$ cat src/rtl/arb_mux_n.sv
// N-channel arbiter/multiplexer with a registered, back-pressured output stage.
// Fixed-priority or round-robin grant, selectable per cycle through mode.
module arb_mux_n #(
  parameter int WIDTH = 16,
  parameter int N     = 4,
  parameter int SELW  = 2
) (
  input  logic                 clk,
  input  logic                 rst,
  input  logic                 mode,
  input  logic [N*WIDTH-1:0]   in_data,
  input  logic [N-1:0]         in_valid,
  output logic [N-1:0]         in_ready,
  output logic [WIDTH-1:0]     out_data,
  output logic [SELW-1:0]      out_sel,
  output logic                 out_valid,
  input  logic                 out_ready
);

  logic [WIDTH-1:0] chan_data [N];
  logic [WIDTH-1:0] out_data_reg;
  logic [SELW-1:0]  out_sel_reg;
  logic             out_valid_reg;
  logic [SELW-1:0]  ptr_reg;

  logic             load;
  logic             grant_any;
  logic [SELW-1:0]  grant_idx;

  generate
    for (genvar gi = 0; gi < N; gi++) begin : g_chan
      assign chan_data[gi] = in_data[gi*WIDTH +: WIDTH];
      assign in_ready[gi]  = load && grant_any && (grant_idx == SELW'(gi));
    end
  endgenerate

  // The output register can take a word when it is empty or being drained.
  assign load = !out_valid_reg || out_ready;

  // Loops run from the farthest candidate to the nearest so the nearest wins.
  always_comb begin
    int t;
    t         = 0;
    grant_any = 1'b0;
    grant_idx = '0;
    if (!mode) begin
      for (int i = N - 1; i >= 0; i--) begin
        if (in_valid[SELW'(i)]) begin
          grant_any = 1'b1;
          grant_idx = SELW'(i);
        end
      end
    end else begin
      for (int k = N; k >= 1; k--) begin
        t = int'(ptr_reg) + k;
        if (t >= N) t = t - N;
        if (in_valid[SELW'(t)]) begin
          grant_any = 1'b1;
          grant_idx = SELW'(t);
        end
      end
    end
  end

  always_ff @(posedge clk) begin
    if (rst) begin
      out_valid_reg <= 1'b0;
      out_data_reg  <= '0;
      out_sel_reg   <= '0;
      ptr_reg       <= SELW'(N - 1);
    end else if (load) begin
      if (grant_any) begin
        out_valid_reg <= 1'b1;
        out_data_reg  <= chan_data[grant_idx];
        out_sel_reg   <= grant_idx;
        ptr_reg       <= grant_idx;
      end else begin
        out_valid_reg <= 1'b0;
      end
    end
  end

  assign out_data  = out_data_reg;
  assign out_sel   = out_sel_reg;
  assign out_valid = out_valid_reg;

endmodule

$ cat config.mk
export PLATFORM = sky130hd
export DESIGN_NAME = arb_mux_n
export DESIGN_NICKNAME = d
export VERILOG_FILES = /design/src/rtl/arb_mux_n.sv
export SDC_FILE = /design/constraint.sdc
export NUM_CORES = 1
export LEC_CHECK = 0
export CAP_MARGIN = 20
export CORE_MARGIN = 2
export CORE_UTILIZATION = 43
export DETAILED_ROUTE_END_ITERATION = 10
export PLACE_DENSITY = 0.87
export RECOVER_POWER = 25
export SETUP_SLACK_MARGIN = 0.05
export SLEW_MARGIN = 20
export SYNTH_ARGS = -nofsm -noshare
export SYNTH_HDL_FRONTEND = slang
export SYNTH_SLANG_ARGS = --single-unit
$ cat constraint.sdc
create_clock -name clk -period 3.7 [get_ports clk]
set_input_delay 0.37 -clock clk [delete_from_list [all_inputs] [get_ports clk]]
set_output_delay 0.37 -clock clk [all_outputs]
set_load 0.02 [all_outputs]
==> flow_metrics.env <==
export IMPL_dieArea_mm2=0.00463
export IMPL_grt_pass1_wl_um=8470
export IMPL_clock_sinks=21
export IMPL_area_growth_pct=56.5
export IMPL_slowest_stage="clkdlybuf4s50_1"
export IMPL_cts_root_buf="clkbuf_8"
export IMPL_p_comb_share_pct=47.1
export IMPL_h_tree_depth=1
export IMPL_crit_family="buffers and inverters"
export IMPL_fin_cells=338
export IMPL_grt_max_degree=34
export IMPL_setup_tns_ns=0
export IMPL_rr_worst_depth=5
export IMPL_cts_buffers=3
export IMPL_period_needed_ns=3.37
export IMPL_cts_tree="built"
export IMPL_cts_resized_gates=0
export IMPL_finalMaxSlewViolations=0
export IMPL_synth_top_area_share_pct=23.8
export IMPL_core_area_mm2=0.00397
export IMPL_rsz0062_at_grt="false"
export IMPL_postCtsSetupBuffers=0
export IMPL_syn_nets=272
export IMPL_slowest_delay_ns=0.63
export IMPL_vias=1938
export IMPL_antenna_left=0
export IMPL_crit_path_end_kind="primary output"
export IMPL_layout_commonest_cell="clkdlybuf4s50_1"
export IMPL_grt_use_total_pct=24.0
export IMPL_grt_pass1_vias=1880
export IMPL_power_frac_seq_pct=33.9
export IMPL_synth_edf_count=0
export IMPL_grt_overflow_total=0
export IMPL_avgSynthCellArea_um2=8.81
export IMPL_endpoint="in_ready[3]"
export IMPL_worstPathCellList="clkdlybuf4s50_1 > or4_4 > nor2_2 > o311a_4 > nor2_4 > and3_1 > clkdlybuf4s50_1"
export IMPL_layout_common_cells="83 x clkdlybuf4s50_1, 21 x dfxtp_1, 19 x nand2_1"
export IMPL_ir_drop_mv=0.180
export IMPL_clk_path_buf_depth=2
export IMPL_cts_hold_buf=0
export IMPL_drv_cap=0
export IMPL_path_class="in -> out"
export IMPL_yosys_warnings=0
export IMPL_dr_first_iter_drc_count=115
export IMPL_cp_common_cell="clkdlybuf4s50_1"
export IMPL_clk_pin_slew_ns=0.08
export IMPL_clock_latency_ns=0.26
export IMPL_fill_cells=332
export IMPL_p_per_area_mw_per_mm2=294
export IMPL_post_synth_top_area_cell="dfxtp_1"
export IMPL_synth_area_mm2=0.00176
export IMPL_drive_gt1_share_pct=13.9
export IMPL_viasPerCell=5.73
export IMPL_fp_row_count=23
export IMPL_largest_reg_flops=16
export IMPL_io_pins=95
export IMPL_fin_util_pct=69.5
export IMPL_drtPass1Iterations=7
export IMPL_ys_top_cells_by_area="dfxtp_1 24%, o32ai_2 10%, o211a_1 7.9%, a211oi_1 6.4%, and3_1 6.0%"
export IMPL_power_switching_mw=0.279
export IMPL_dp_cells=334
export IMPL_antenna_found_initial=0
export IMPL_dp_hpwl_um=3770
export IMPL_nets=361
export IMPL_diodes=0
export IMPL_fin_crit_sh_pct=91.1
export IMPL_skew_ns=0.00515
export IMPL_reg2reg_slack_ns=1.50
export IMPL_synth_cells=200
export IMPL_worst_endpoint_required_ns=3.33
export IMPL_worst_setup_path_start_kind="input port"
export IMPL_hold_path_class="reg -> reg"
export IMPL_ys_seq_area_share_pct=23.8
export IMPL_r2r_end="out_data[12]$_SDFFE_PP0P_"
export IMPL_die_x_um=68.0
export IMPL_outcome="complete, no violations"
export IMPL_crit_arrival_ns=3.00
export IMPL_p_leak_nw=1.17
export IMPL_synthArstFlopShare_pct=0
export IMPL_synth_seq_cells=21
export IMPL_max_freq_mhz=297
export IMPL_drt_wl_total_um=5430
export IMPL_switching_share_pct=34.3
export IMPL_relSlewSlack_pct=44.3
export IMPL_synth_cell_types=42
export IMPL_drcViolationCount=0
export IMPL_port_buffers=94
export IMPL_place_congestion=0.861
export IMPL_start_util_pct=44.4
export IMPL_path_max_fanout=17
export IMPL_hold_violations=0
export IMPL_setup_viol_count_final=0
export IMPL_crit_reg2reg_launch="ptr_reg[1]$_SDFFE_PP1P_"
export IMPL_worst_pin_slew_ns=0.835
export IMPL_chipHeight_um=68.0
export IMPL_clkPwrFrac_pct=19.0
export IMPL_p_int_mw=0.533
export IMPL_cp_num_buf_inv=2
export IMPL_wl_per_cell_um=16.1
export IMPL_crit_path_start="in_valid[2]"
export IMPL_synth_flop_cell="dfxtp_1"
export IMPL_cp_num_cells=7
-- cell usage after synthesis (2+ instances only) --
master / instances
and2b_1: 2
o211a_2: 4
dfxtp_1: 21
buf_2: 6
and3_1: 17
o21ai_0: 18
o32ai_2: 11
o211ai_2: 2
clkbuf_1: 6
a211oi_1: 15
mux2_2: 2
nor3_1: 2
inv_1: 17
a21oi_1: 4
o32ai_1: 5
mux2i_1: 2
nor4b_2: 2
nand3_1: 2
buf_6: 4
o21ai_1: 2
nor4_1: 2
nand2_1: 19
nand2b_1: 3
o211a_1: 14
-- worst min-delay path by stage --
stage	start	to	slack [ns]	depth (start not counted)
CTS	out_data[3]$_SDFFE_PP0P_	out_data[3]$_SDFFE_PP0P_	0.47	2
global placement	out_data[3]$_SDFFE_PP0P_	out_data[3]$_SDFFE_PP0P_	0.46	2
global route	out_data[3]$_SDFFE_PP0P_	out_data[3]$_SDFFE_PP0P_	0.50	2
floorplan	rst	out_sel[0]$_SDFFE_PP0P_	0.44	1
finish	out_data[3]$_SDFFE_PP0P_	out_data[3]$_SDFFE_PP0P_	0.47	2
detailed placement	out_data[3]$_SDFFE_PP0P_	out_data[3]$_SDFFE_PP0P_	0.46	2
-- metrics by stage --
| step | power, mW | worst slack [ns] | instance area (um^2) | hold slack (ns) |
|---|---|---|---|---|
| CTS | 0.821 | 0.320 | 2760 | 0.475 |
| finish | 0.812 | 0.331 | 2760 | 0.473 |
| global route | 0.858 | 0.203 | 2760 | 0.496 |
| floorplan | 0.500 | 1.30 | 1760 | 0.439 |
| detailed placement | 0.668 | 0.331 | 2710 | 0.461 |
| global placement | 0.662 | 0.373 | 2710 | 0.455 |
-- worst register-to-register path, cell delays in order (launching register included) --
cell	delay [ns]
dfxtp_1	0.62
mux2_2	0.41
nor4b_2	0.42
o311ai_4	0.17
nand3_4	0.30
o32ai_2	0.15
-- layout make-up --
class | instances | area, um^2 | share of cell area [%]
timing repair buffer | 100 | 986 | 35.7
tap | 50 | 62.6 | 2.27
sequential | 21 | 420 | 15.2
multi-input combinational | 145 | 1180 | 42.7
inverter | 18 | 67.6 | 2.45
clock buffer | 4 | 45.0 | 1.63
-- cell families (layout without fill, tap and decap cells) --
group	Yosys count	after routing	synth area share [%]
compound gates	83	83	44.3
mux	4	4	2.41
flops	21	21	23.8
simple gates	58	58	20.1
buf+inv	34	122	9.37
-- power groups by stage --
stage                     combinational (mW)  clock, mW  sequential, mW
final                                  0.382      0.154           0.275
after global routing                   0.411      0.167           0.280
after CTS                              0.390      0.156           0.276
after detailed placement               0.387          0           0.280
after global placement                 0.382          0           0.280
after floorplan                        0.192          0           0.308
-- per-layer routing --
| metal | vias up | track usage (%) | wire, um |
|---|---|---|---|
| met1 | 908 | 30.9 | 2330 |
| met2 | 77 | 41.1 | 2670 |
| met3 | 6 | 3.78 | 388 |
| met5 | - | 0 | 0 |
| li1 | 947 | - | - |
| met4 | 0 | 6.50 | 45 |
(Power assumes the default switching activity.)
